**src/rtl/button_pkg.sv**
```systemverilog
// Shared types and helpers for the push-button conditioning block.
package button_pkg;

    typedef enum logic [1:0] {
        RELEASED     = 2'd0,
        PRESS_WAIT   = 2'd1,
        PRESSED      = 2'd2,
        RELEASE_WAIT = 2'd3
    } btn_state_e;

    function automatic int ms_to_cycles(input int clk_hz, input int ms);
        return clk_hz / 1000 * ms;
    endfunction

endpackage

```
**src/rtl/button_debounce_if.sv**
```systemverilog
// Button bundle: raw pins in, conditioned level/strobes out.
interface button_debounce_if #(
    parameter int N_BUTTONS = 2
);
    logic [N_BUTTONS-1:0] btn_raw;
    logic [N_BUTTONS-1:0] btn_level;
    logic [N_BUTTONS-1:0] btn_press;
    logic [N_BUTTONS-1:0] btn_release;
    logic [N_BUTTONS-1:0] btn_toggle;
    logic [N_BUTTONS-1:0] btn_long;

    modport master (
        output btn_raw,
        input  btn_level, btn_press, btn_release, btn_toggle, btn_long
    );

    modport slave (
        input  btn_raw,
        output btn_level, btn_press, btn_release, btn_toggle, btn_long
    );
endinterface

```
**src/rtl/button_debounce_channel.sv**
```systemverilog
// One button: 2-flop synchroniser, debounce FSM, toggle and registered strobes.
// Long-press hold counter is built only when BUTTON_LONG_PRESS_EN is defined.
module button_debounce_channel
    import button_pkg::*;
#(
    parameter int DEB_CYCLES  = 4,
    parameter int LONG_CYCLES = 10
) (
    input  logic clk,
    input  logic reset,
    input  logic raw_i,
    output logic level_o,
    output logic press_o,
    output logic release_o,
    output logic toggle_o,
    output logic long_o
);
    localparam int CW = $clog2(DEB_CYCLES);
    localparam logic [CW-1:0] CNT_MAX = CW'(DEB_CYCLES - 1);

    localparam logic [1:0] ST_REL = 2'(RELEASED);
    localparam logic [1:0] ST_PW  = 2'(PRESS_WAIT);
    localparam logic [1:0] ST_PR  = 2'(PRESSED);
    localparam logic [1:0] ST_RW  = 2'(RELEASE_WAIT);

    if (DEB_CYCLES < 2) begin : g_chk_deb
        $error("DEB_CYCLES must be at least 2");
    end
    if (LONG_CYCLES < 2) begin : g_chk_long
        $error("LONG_CYCLES must be at least 2");
    end

    logic          meta_q, sync_q;
    logic [1:0]    state_q, state_d;
    logic [CW-1:0] cnt_q, cnt_d;
    logic          level_q, level_d, press_q, press_d, release_q, release_d, toggle_q;

    always_comb begin
        state_d = state_q;
        cnt_d   = cnt_q;
        case (state_q)
            ST_REL: if (sync_q) begin
                state_d = ST_PW;
                cnt_d   = '0;
            end
            ST_PW: begin
                if (!sync_q)               state_d = ST_REL;
                else if (cnt_q == CNT_MAX) state_d = ST_PR;
                else                       cnt_d   = cnt_q + 1'b1;
            end
            ST_PR: if (!sync_q) begin
                state_d = ST_RW;
                cnt_d   = '0;
            end
            ST_RW: begin
                if (sync_q)                state_d = ST_PR;
                else if (cnt_q == CNT_MAX) state_d = ST_REL;
                else                       cnt_d   = cnt_q + 1'b1;
            end
            default: state_d = ST_REL;
        endcase
    end

    // Outputs are registered from the FSM state, so the level lags the state by one edge.
    assign level_d   = (state_q == ST_PR) || (state_q == ST_RW);
    assign press_d   = level_d & ~level_q;
    assign release_d = ~level_d & level_q;

    always_ff @(posedge clk) begin
        if (reset) begin
            meta_q    <= 1'b0;
            sync_q    <= 1'b0;
            state_q   <= ST_REL;
            cnt_q     <= '0;
            level_q   <= 1'b0;
            press_q   <= 1'b0;
            release_q <= 1'b0;
            toggle_q  <= 1'b0;
        end else begin
            meta_q    <= raw_i;
            sync_q    <= meta_q;
            state_q   <= state_d;
            cnt_q     <= cnt_d;
            level_q   <= level_d;
            press_q   <= press_d;
            release_q <= release_d;
            toggle_q  <= toggle_q ^ press_d;
        end
    end

    assign level_o   = level_q;
    assign press_o   = press_q;
    assign release_o = release_q;
    assign toggle_o  = toggle_q;

`ifdef BUTTON_LONG_PRESS_EN
    localparam int HW = $clog2(LONG_CYCLES);
    localparam logic [HW-1:0] HOLD_MAX = HW'(LONG_CYCLES - 1);

    logic [HW-1:0] hold_q, hold_d;
    logic          done_q, done_d, long_q, long_d;
    logic          hold_clr;

    // Hold time survives a release bounce; only a fresh press or full release clears it.
    assign hold_clr = (state_q == ST_REL) || ((state_q == ST_PW) && (state_d == ST_PR));
    assign long_d   = (hold_q == HOLD_MAX) && !done_q;

    always_comb begin
        hold_d = hold_q;
        done_d = done_q | long_d;
        if (hold_clr) begin
            hold_d = '0;
            done_d = 1'b0;
        end else if (level_d && (hold_q != HOLD_MAX)) begin
            hold_d = hold_q + 1'b1;
        end
    end

    always_ff @(posedge clk) begin
        if (reset) begin
            hold_q <= '0;
            done_q <= 1'b0;
            long_q <= 1'b0;
        end else begin
            hold_q <= hold_d;
            done_q <= done_d;
            long_q <= long_d;
        end
    end

    assign long_o = long_q;
`else
    assign long_o = 1'b0;
`endif

endmodule

```
**src/rtl/button_debounce.sv**
```systemverilog
// Board push-button conditioner: N_BUTTONS independent debounce channels.
// Optional long-press strobe enabled by defining BUTTON_LONG_PRESS_EN.
module button_debounce
    import button_pkg::*;
#(
    parameter int CLK_SPEED     = 12_000_000,
    parameter int DEBOUNCE_MS   = 10,
    parameter int N_BUTTONS     = 2,
    parameter int LONG_PRESS_MS = 1000
) (
    input  logic               clk,
    input  logic               reset,
    button_debounce_if.slave   bus
);
    localparam int DEB_CYCLES  = ms_to_cycles(CLK_SPEED, DEBOUNCE_MS);
    localparam int LONG_CYCLES = ms_to_cycles(CLK_SPEED, LONG_PRESS_MS);

    logic [N_BUTTONS-1:0] level_w, press_w, release_w, toggle_w, long_w;

    for (genvar i = 0; i < N_BUTTONS; i++) begin : g_ch
        button_debounce_channel #(
            .DEB_CYCLES  (DEB_CYCLES),
            .LONG_CYCLES (LONG_CYCLES)
        ) u_ch (
            .clk       (clk),
            .reset     (reset),
            .raw_i     (bus.btn_raw[i]),
            .level_o   (level_w[i]),
            .press_o   (press_w[i]),
            .release_o (release_w[i]),
            .toggle_o  (toggle_w[i]),
            .long_o    (long_w[i])
        );
    end

    assign bus.btn_level   = level_w;
    assign bus.btn_press   = press_w;
    assign bus.btn_release = release_w;
    assign bus.btn_toggle  = toggle_w;
    assign bus.btn_long    = long_w;

endmodule

```
**src/flat_wrapper.sv**
```systemverilog
// flat-port wrapper written by rule: the top's interface ports become plain ports
module button_debounce_flat import button_pkg::*;
#(
    parameter int CLK_SPEED     = 12_000_000,
    parameter int DEBOUNCE_MS   = 10,
    parameter int N_BUTTONS     = 2,
    parameter int LONG_PRESS_MS = 1000
)
  (clk, reset, bus_btn_raw, bus_btn_level, bus_btn_press, bus_btn_release, bus_btn_toggle, bus_btn_long);
  button_debounce_if #(.N_BUTTONS(N_BUTTONS)) bus_i ();
  input  logic clk;
  input  logic reset;
  input wire logic [$bits(bus_i.btn_raw)-1:0] bus_btn_raw;
  output wire logic [$bits(bus_i.btn_level)-1:0] bus_btn_level;
  output wire logic [$bits(bus_i.btn_press)-1:0] bus_btn_press;
  output wire logic [$bits(bus_i.btn_release)-1:0] bus_btn_release;
  output wire logic [$bits(bus_i.btn_toggle)-1:0] bus_btn_toggle;
  output wire logic [$bits(bus_i.btn_long)-1:0] bus_btn_long;
  assign bus_i.btn_raw = bus_btn_raw;
  assign bus_btn_level = bus_i.btn_level;
  assign bus_btn_press = bus_i.btn_press;
  assign bus_btn_release = bus_i.btn_release;
  assign bus_btn_toggle = bus_i.btn_toggle;
  assign bus_btn_long = bus_i.btn_long;
  button_debounce #(.CLK_SPEED(CLK_SPEED), .DEBOUNCE_MS(DEBOUNCE_MS), .N_BUTTONS(N_BUTTONS), .LONG_PRESS_MS(LONG_PRESS_MS)) u_core (.clk(clk), .reset(reset), .bus(bus_i));
endmodule
```
**config.mk**
```make
export PLATFORM = sky130hd
export DESIGN_NAME = button_debounce_flat
export DESIGN_NICKNAME = d
export VERILOG_FILES = /design/src/rtl/button_pkg.sv /design/src/rtl/button_debounce_if.sv /design/src/rtl/button_debounce_channel.sv /design/src/rtl/button_debounce.sv /design/src/flat_wrapper.sv
export SDC_FILE = /design/constraint.sdc
export NUM_CORES = 1
export LEC_CHECK = 0
export BUFFER_PORTS_ARGS = -buffer_cell sky130_fd_sc_hd__buf_2
export CORE_MARGIN = 4
export CORE_UTILIZATION = 42
export CTS_CLUSTER_SIZE = 8
export DETAILED_ROUTE_END_ITERATION = 16
export GPL_ROUTABILITY_DRIVEN = 0
export HOLD_SLACK_MARGIN = 0.15
export PLACE_DENSITY = 0.63
export SYNTH_ARGS = -nofsm -noshare
export SYNTH_HDL_FRONTEND = slang
export SYNTH_HIERARCHICAL = 1
export SYNTH_SLANG_ARGS = --single-unit
```
**constraint.sdc**
```tcl
create_clock -name clk -period 3.2 [get_ports clk]
set_clock_uncertainty 0.05 [all_clocks]
set_input_delay 0.32 -clock clk [delete_from_list [all_inputs] [get_ports clk]]
set_output_delay 0.32 -clock clk [all_outputs]
set_load 0.005 [all_outputs]
```
* After elaboration in Yosys (flattened, before gate mapping) *
Cells that the tools add are included.

word-level totals
  word-level logic and storage cells = 82
  output and inout bits = 10
  bits of input ports = 4
  flip-flop bits (word level) = 50

operators by class
  equal/unequal tests = 20
  reduce and logical (&&, ||, !) cells = 8
  add/subtract/negate cells = 2
  mux-type cells = 26
  bitwise gates (word level) = 10

operator list
  kind                                                  count
  2-to-1 mux 17 bit                                     10
  case mux 17 bit (4 select lines)                      2
  adder 17 x 1 -> 17 bit (second input constant)        2
  equality test 17 bit (second input constant)          2
  2-to-1 mux 2 bit                                      12
  inequality test 2 bit (second input constant)         8
  case mux 2 bit (4 select lines)                       2
  AND reduction 4 bit                                   4
  inequality test 3 bit (second input constant)         4
  equality test 2 bit (second input constant)           4
  bitwise AND 1 bit                                     4
  equality test 2 x 1 -> 1 bit (second input constant)  2
  logical NOT 2 bit                                     2
  inverter 1 bit                                        4
  logical OR 1 bit                                      2
  bitwise XOR 1 bit                                     2

* Logic depth before layout (Yosys ltp) *
Gate-level depths: netlist of run 1.

  word-level depth = 4
  mapped depth = 6
  mapped depth without buffers = 6

* Modules after synthesis *
The synthesis of run 1 kept the hierarchy.

by module, submodules not included
  module                   area an instance (um2)  times used  cells an instance  sequential area each (um2)
  button_debounce_channel  1183.6                  2           130                500.5

* Worst setup path after synthesis of run 1 *
No wires, ideal clock.

  path kind = reg-to-reg
  from = register u_core.g_ch[0].u_ch.cnt_q[0]
  to = register u_core.g_ch[0].u_ch.cnt_q[14]
  library setup time = 0.120 ns
  path buffers = 0
  arrival time = 2.140 ns
  cell stages (with the launch flop) = 7
  clock period less this slack = 2.309 ns
  data required time = 3.030 ns
  slack = 0.891 ns
  cells stage by stage = dfxtp_1 > ha_1 > or4bb_1 > nor4_4 > nor2_2 > and3_1 > a211o_1

between the ends
  longest elaborated chain between the ends = 4
  elaborated cells between the ends (all ways) = 6
  classes of those cells = 1 x add/sub; 1 x eq/ne; 4 x mux

ends and longest elaborated chain
  item                                                                   line                                                          RTL
  start, declared                                                        button_debounce_channel.sv:35                                 logic [CW-1:0] cnt_q, cnt_d;
  start signal, assigned                                                 button_debounce_channel.sv:83                                 cnt_q <= cnt_d;
  adder 17 x 1 -> 17 bit / equality test 17 bit (equally long branches)  -
  2-to-1 mux 17 bit *                                                    button_debounce_channel.sv:48, button_debounce_channel.sv:57
  2-to-1 mux 17 bit (on tied branches)                                   button_debounce_channel.sv:56, button_debounce_channel.sv:47
  case mux 17 bit (4 select lines) *                                     button_debounce_channel.sv:41                                 case (state_q)

Every way passes the cells marked *; elsewhere a longest branch is shown, timed or not. The select of a mux whose other input is x is not followed.
A chain may end at the register's enable or synchronous reset.

* Final worst setup path of run 1 *
  from = register u_core.g_ch[0].u_ch.cnt_q[0]
  to = register u_core.g_ch[0].u_ch.cnt_q[0]

The elaborated chain is that of the path after synthesis.

==> results.md, run 1 <==
- Outcome: complete, no violations
- RSZ-0062 raised after global routing: false
- Switching Fraction: 0.244
- Detailed-route via count: 1877
- Final Max Tran Viols: 0
- Internal power: 798 uW
- Skew-Pair Late Insertion Delay: 310 ps
- ANT cells: 0
- Post-CTS sizing: 0
- Cell Area, Synth: 2370 sq um
- Power per Cell Area: 410 nW/um^2
- Min cycle time layout: 2660 ps
- Final Net Count: 276
- Syn avg cell area: 9.10 sq um
- Max_cap viols: 0
- Sequential Power Share: 0.595
- Slew @ Worst Pin: 621 ps
- # hold bufs at CTS: 0
- Hold depth: 2
- Post-DP Area: 2470 sq um
- Crit. End Element: flop
- Clk buf depth: 2
- Final WL: 4640 microns
- Root Driver: clkbuf_8
- DRT antenna net count: 0
- Total Power: 1.06 mW
- Post-CTS Setup Repair Bufs: 0
- Largest net degree at the start of global routing: 25
- Sequential share of the synthesized area: 0.423
- Dominant cell type by area after synthesis: dfxtp_1
- Sequence of cells on the critical path: ha_1 > or4bb_1 > nor4_4 > a21oi_2 > nor2_1 > mux2_2
- Layout cell share with drive strength beyond 1: 0.144
- Largest delay contributor family on the critical path: simple AND/OR/NAND/NOR gates
- Net load switching power: 258 uW
- Initial antenna violation count: 0
- Hold Fails Final Rpt: 0
- Die Span X: 83.1 microns
- R2r worst-path depth: 6
- Post-synthesis cell count: 260
- Port bufs: 11
- Worst path depth: 6
- Synth Flop Type: dfxtp_1
- Pre-CTS setup slack: 605 ps
- Avg WL per Cell: 13.5 microns
- Clock share of power: 0.375
- Die area: 6900 sq um
- Hold Crit Class: primary input to flop
- Slowest CP cell: nor4_4
- Setup Crit Path Kind: flop to flop
- Cell row count: 27
- Drt via density: 5.47
- Worst EP arrival: 2870 ps
- Worst-path maximum fanout: 10
- Final instance area: 2570 sq um
- Leak: 0.941 nW
- Clock slew at reported path FFs: 100 ps
- Core area: 5470 sq um
- CTS Buf Count: 5
- Io pins: 14
- Die height: 83.1 microns
- DRC: 0
- Total grt overflow: 0
- Dpl hpwl: 3400 microns
- Placed instance count: 335
- CTS sink count: 50
- P&R area growth vs syn: 8.67%
- First-pass GRT wire length: 8130 microns
- Rel. slew slack: 0.583
- Seq cells post-synth: 50
- Dominant cells by area after synthesis: dfxtp_1 (42%), xnor2_1 (7.4%), nor2_1 (4.8%)
- Setup TNS: 0 ps
- Syn nets: 266
- Crit start category: flop
- Max Freq: 0.376 GHz
- Pre-antenna DRT Iters: 4
- CTS tree: yes
- Finished Layout Cells: 343
- WP buf/inv: 0
- Initial Util: 0.433
- Post-synth EDFFs: 0
- Total routing usage reported by global routing: 0.140
- Worst Slack Setup Final: 541 ps
- Setup violators final: 0
- H-tree depth: 2
- Top cell type's share of synthesized area: 0.423
- Synth async-reset ratio: 0
- First DRT Iteration DRCs: 67
- Slowest stage delay, CP: 590 ps
- Tcrit/Tclk final: 0.831
- Post-synthesis cell type count: 42
- Comb pwr share: 0.030
- Number of global-route vias before repair: 1743
- Synth Warn #: 6
- Crit path required time: 3410 ps
- Worst VDD drop: 0.179 mV
layout make-up:
cell class                 count  area, sq um
fill                         553         2900
multi-input combinational    192         1290
sequential                    50         1000
tap                           72         90.1
clock buffer                   5         68.8
timing repair buffer          11         55.1
inverter                      10         37.5
clock inverter                 3         28.8
path summary, 6_finish.rpt:
path / startpoint / slack [ps] / end
setup / recovery: u_core/g_ch[0].u_ch/cnt_q[0] / 540 / u_core/g_ch[0].u_ch/cnt_q[0]
setup reg to reg: u_core/g_ch[0].u_ch/cnt_q[0] / 540 / u_core/g_ch[0].u_ch/cnt_q[0]
hold / removal: bus_btn_raw[1] / 160 / u_core/g_ch[1].u_ch/meta_q
hold reg to reg: u_core/g_ch[0].u_ch/meta_q / 400 / u_core/g_ch[0].u_ch/sync_q
cells in the final DEF, fill, tap and decap left out, types with 5 or more instances in the layout:
| master | n |
|---|---|
| nor2_1 | 30 |
| nand3_1 | 14 |
| xnor2_1 | 20 |
| buf_2 | 11 |
| a21oi_1 | 14 |
| or3_1 | 6 |
| clkbuf_8 | 5 |
| nand2_1 | 6 |
| dfxtp_1 | 50 |
| nand4_1 | 12 |
| o21ai_0 | 6 |
| and3_1 | 6 |
| inv_1 | 10 |
| nor2b_1 | 10 |
per-stage QoR:
| step | util | hold slack, ps |
|---|---|---|
| after detailed placement | 0.452 | 375 |
| after CTS | 0.470 | 151 |
| after floorplan | - | 364 |
| final | 0.470 | 162 |
| after global routing | 0.470 | 163 |
| after global placement | 0.452 | 367 |
registers in the layout (all words and copies together), names as in the netlist, named ones only:
name and cells:
u_core/g_ch.u_ch/meta_q 2, u_core/g_ch.u_ch/press_o 2, u_core/g_ch.u_ch/cnt_q 34, u_core/g_ch.u_ch/state_q 2, u_core/g_ch.u_ch/level_o 2, u_core/g_ch.u_ch/sync_q 2, u_core/g_ch.u_ch/release_o 2, u_core/g_ch.u_ch/toggle_o 2
routing by layer:
layer | track usage | part of all wire | up-vias
met5 | 0 | 0 | -
met3 | 0.0397 | 0.026 | 7
met2 | 0.224 | 0.48 | 22
li1 | - | - | 970
met1 | 0.184 | 0.48 | 878
met4 | 0.0416 | 0.014 | 0
synthesized netlist by cell type (4+ instances only):
| cell type | number |
|---|---|
| and3_1 | 6 |
| a2111oi_0 | 4 |
| nor3b_1 | 4 |
| a21oi_1 | 14 |
| a211o_1 | 4 |
| nand4_1 | 12 |
| o21ai_0 | 6 |
| a21o_1 | 4 |
| nand3_1 | 14 |
| nand2_1 | 6 |
| nor2b_1 | 10 |
| clkbuf_1 | 6 |
| inv_1 | 10 |
| or4_1 | 4 |
| or3_1 | 6 |
| dfxtp_1 | 50 |
| xnor2_1 | 20 |
| nor3_1 | 4 |
| nor2_1 | 30 |
logic make-up after synthesis:
logic type      Yosys count  share of synthesized area
flops                    50                      0.423
xor+xnor                 22                     0.0814
buf+inv                  18                     0.0317
mux                       2                    0.00951
simple gates            112                      0.281
other cells               2                    0.00317
compound gates           52                      0.160
fa+ha+maj                 2                     0.0106
power by group through the flow:
stage          clock [mW]  sequential [mW]  combinational [mW]
2_1_floorplan           0            0.641              0.0268
3_3_place_gp            0            0.643              0.0319
3_5_place_dp            0            0.643              0.0317
4_1_cts             0.416            0.628              0.0319
5_1_grt             0.444            0.629              0.0355
6_report            0.396            0.628              0.0317
No activity file was read; power rests on OpenSTA's default activity.
==> inputs of run 2 (changes only) <==
--- a/config.mk
+++ b/config.mk
@@ -5,6 +5,7 @@
 export SDC_FILE = /design/constraint.sdc
 export NUM_CORES = 1
 export LEC_CHECK = 0
+export ABC_AREA = 1
 export BUFFER_PORTS_ARGS = -buffer_cell sky130_fd_sc_hd__buf_2
 export CORE_MARGIN = 4
 export CORE_UTILIZATION = 42
@@ -12,7 +13,7 @@
 export DETAILED_ROUTE_END_ITERATION = 16
 export GPL_ROUTABILITY_DRIVEN = 0
 export HOLD_SLACK_MARGIN = 0.15
-export PLACE_DENSITY = 0.63
+export PLACE_DENSITY = 0.64
 export SYNTH_ARGS = -nofsm -noshare
 export SYNTH_HDL_FRONTEND = slang
 export SYNTH_HIERARCHICAL = 1
==> constraint.sdc (replaced) <==
create_clock -name clk -period 2.4 [get_ports clk]
set_clock_uncertainty 0.05 [all_clocks]
set_input_delay 0.24 -clock clk [delete_from_list [all_inputs] [get_ports clk]]
set_output_delay 0.24 -clock clk [all_outputs]
set_load 0.005 [all_outputs]
==> run 2 against run 1 <==
  * First-iteration DRC count increased by 37%
  * Maximum frequency is 42% higher
  * Global-route usage increased by 2.0 points
  * Utilization down 0.36 points
  * Clock-buffer cell count stayed put
  * Power increased by 44%
  * Sequential cell count unchanged
  * Sequential power grew 33%
  * Worst setup slack worse by 9.3 ps
  * Clock power is 59% higher
==> results.md, run 2 <==
- Min cycle time layout: 1870 ps (-791 ps)
- Post-DP Area: 3030 sq um (+23%)
- CTS tree: yes
- Sequential Power Share: 0.552 (-0.043)
- Dominant cell type by area after synthesis: dfxtp_1
- Worst path depth: 8 (+2)
- Internal power: 1.16 mW (+46%)
- DRC: 0 (unchanged)
- Pre-CTS setup slack: 530 ps (-74.4 ps)
- Worst EP arrival: 2020 ps (-850 ps)
- Crit. End Element: flop
- P&R area growth vs syn: 7.79%
- Critical R2R Launch: u_core/g_ch[0].u_ch/cnt_q[0]
- CTS Buf Count: 5 (unchanged)
- Port bufs: 11 (unchanged)
- Io pins: 14 (unchanged)
- Tcrit/Tclk final: 0.778 (-0.0525)
- Clock share of power: 0.414 (+0.039)
- Final WL: 6090 microns (+31%)
- RSZ-0062 raised after global routing: false
- R2r endpoint: u_core/g_ch[0].u_ch/cnt_q[4]
- Hold WS: 211 ps (+48.5 ps)
- Drt via density: 4.82 (-12%)
- Worst Slack Setup Final: 532 ps (-9.33 ps)
- Worst setup path endpoint: u_core/g_ch[0].u_ch/cnt_q[4]
- Max reg flops: 34 (unchanged)
- H-tree depth: 2 (unchanged)
- Post-synthesis cell type count: 29 (-31%)
- Largest net degree at the start of global routing: 19 (-24%)
- Hold Crit Class: primary input to flop
- Core area: 6790 sq um (+24%)
- Synth Flop Type: dfxtp_1
- R2R setup slack: 530 ps (about the same)
- Comb pwr share: 0.034 (+0.004)
- Largest Register: u_core/g_ch.u_ch/cnt_q
- Leak: 1.09 nW (+15%)
- Most common cell in the netlist: nand2_1
- Largest delay contributor family on the critical path: simple AND/OR/NAND/NOR gates
- Net load switching power: 352 uW (+36%)
- Avg WL per Cell: 11.2 microns (-17%)
- Synth Warn #: 6 (unchanged)
- WP buf/inv: 1 (+1)
- Initial antenna violation count: 0 (unchanged)
- Slowest CP cell: dfxtp_1
- Post-CTS Setup Repair Bufs: 0 (unchanged)
- DRT antenna net count: 0 (unchanged)
- Post-CTS sizing: 0 (unchanged)
- Max_cap viols: 0 (unchanged)
- Synth async-reset ratio: 0 (unchanged)
- First DRT Iteration DRCs: 92 (+37%)
- Outcome: complete, no violations
- Layout cell share with drive strength beyond 1: 0.149 (+0.00531)
- Post-synth EDFFs: 0 (unchanged)
- Syn nets: 444 (+67%)
- Post-synthesis cell count: 438 (+68%)
- Clock slew at reported path FFs: 100 ps (about the same)
- Syn avg cell area: 6.71 sq um (-26%)
- Switching Fraction: 0.232 (-0.0126)
- Slowest stage delay, CP: 420 ps (-170 ps)
- Final Max Tran Viols: 0 (unchanged)
- Setup Crit Path Kind: flop to flop
- CTS sink count: 50 (unchanged)
- Final instance area: 3170 sq um (+23%)
- Post-synth top cells: nand2_1 (122), nor2_1 (74), dfxtp_1 (50)
- ANT cells: 0 (unchanged)
- Initial Util: 0.433 (about the same)
- Worst VDD drop: 0.169 mV (-5.5%)
- Die Span X: 91.7 microns (+10%)
- # hold bufs at CTS: 2 (+2)
- Cell Area, Synth: 2940 sq um (+24%)
- Die area: 8400 sq um (+22%)
- Cell row count: 30 (+11%)
- R2r worst-path depth: 8 (+2)
- Die height: 91.7 microns (+10%)
- Skew-Pair Late Insertion Delay: 310 ps (about the same)
- Power per Cell Area: 478 nW/um^2 (+17%)
- Hold Fails Final Rpt: 0 (unchanged)
- Number of global-route vias before repair: 2520 (+45%)
- Max Freq: 0.535 GHz (+42%)
- Setup violators final: 0 (unchanged)
- Crit start category: flop
- Crit path from: u_core/g_ch[0].u_ch/cnt_q[0]
- Most common cell after layout, fill and taps aside: nand2_1
- Sequential share of the synthesized area: 0.340 (-0.0824)
- Setup TNS: 0 ps (unchanged)
- Pre-antenna DRT Iters: 4 (unchanged)
- Seq cells post-synth: 50 (unchanged)
- Sequence of cells on the critical path: ha_1 > nand3_4 > nor2_4 > nand4_4 > nand2_4 > inv_1 > nand2_1 > a21oi_2
- Dpl hpwl: 4530 microns (+33%)
- Root Driver: clkbuf_8
- First-pass GRT wire length: 11300 microns (+38%)
- Top cell type's share of synthesized area: 0.340 (-0.0824)
- Final Net Count: 454 (+64%)
- Commonest cells after routing, fill and taps aside: nand2_1 (122), nor2_1 (74), dfxtp_1 (50)
- Crit path required time: 2550 ps (-860 ps)
- Detailed-route via count: 2626 (+40%)
- Clk buf depth: 2 (unchanged)
- Total grt overflow: 0 (unchanged)
- Worst-path maximum fanout: 18 (+8)
- Dominant cells by area after synthesis: dfxtp_1 (34%), nand2_1 (16%), nor2_1 (9.4%)
- Total routing usage reported by global routing: 0.160 (+0.0196)
run 2: worst min path at each step:
stage,start,to,slack (ps),cells past startpoint
after detailed placement,u_core/g_ch[0].u_ch/meta_q,u_core/g_ch[0].u_ch/sync_q,350,2
after global routing,reset,u_core/g_ch[1].u_ch/release_o,210,2
after floorplan,bus_btn_raw[0],u_core/g_ch[0].u_ch/meta_q,300,2
after CTS,reset,u_core/g_ch[1].u_ch/sync_q,200,2
after global placement,u_core/g_ch[1].u_ch/meta_q,u_core/g_ch[1].u_ch/sync_q,350,2
final,reset,u_core/g_ch[1].u_ch/sync_q,210,2
run 2: per-stage QoR:
step,std cells,power (mW),utilization
3_5_place_dp,535,0.906,0.446
6_report,545,1.52,0.466
3_3_place_gp,535,0.905,0.446
2_1_floorplan,438,0.898,-
4_1_cts,545,1.55,0.466
5_1_grt,545,1.59,0.466
run 2: worst reg2reg max path: cells and delay by family (launching register included):
| kind | cells | cell delay [ps] |
|---|---|---|
| and+or+nand+nor | 5 | 740 |
| DFF | 1 | 420 |
| adders and majority gates | 1 | 310 |
| buffers and inverters | 1 | 200 |
| AOI/OAI and AO/OA | 1 | 50 |
run 2: per-layer routing:
metal	routed length, microns	global-route usage	up-vias
li1	-	-	1394
met1	2910	0.204	1177
met2	2860	0.265	46
met3	228	0.0336	9
met4	89	0.0590	0
met5	0	0	-
run 2: cell type report:
class,count,area [sq um]
Timing Repair Buffer,15,90.1
Fill cell,702,3620
Clock inverter,3,47.5
Sequential cell,50,1000
Inverter,48,180
Clock buffer,5,68.8
Multi-Input combinational cell,328,1660
Tap cell,96,120
run 2: kinds of logic (layout without fill, tap and decap cells):
kind of cell,count (synthesis),after routing,share of synthesized area
AOI/OAI and AO/OA,48,48,0.106
xor gates and xnor gates,12,12,0.0357
adders and majority gates,2,2,0.00851
buffers and inverters,60,71,0.0945
DFF,50,50,0.340
other,2,2,0.00255
and+or+nand+nor,264,264,0.412
run 2: power by group through the flow:
stage | combinational [mW] | sequential (mW) | clock, mW
6_report | 0.0521 | 0.837 | 0.628
4_1_cts | 0.0527 | 0.837 | 0.659
3_5_place_dp | 0.0501 | 0.856 | 0
2_1_floorplan | 0.0429 | 0.855 | 0
5_1_grt | 0.0586 | 0.838 | 0.691
3_3_place_gp | 0.0496 | 0.856 | 0
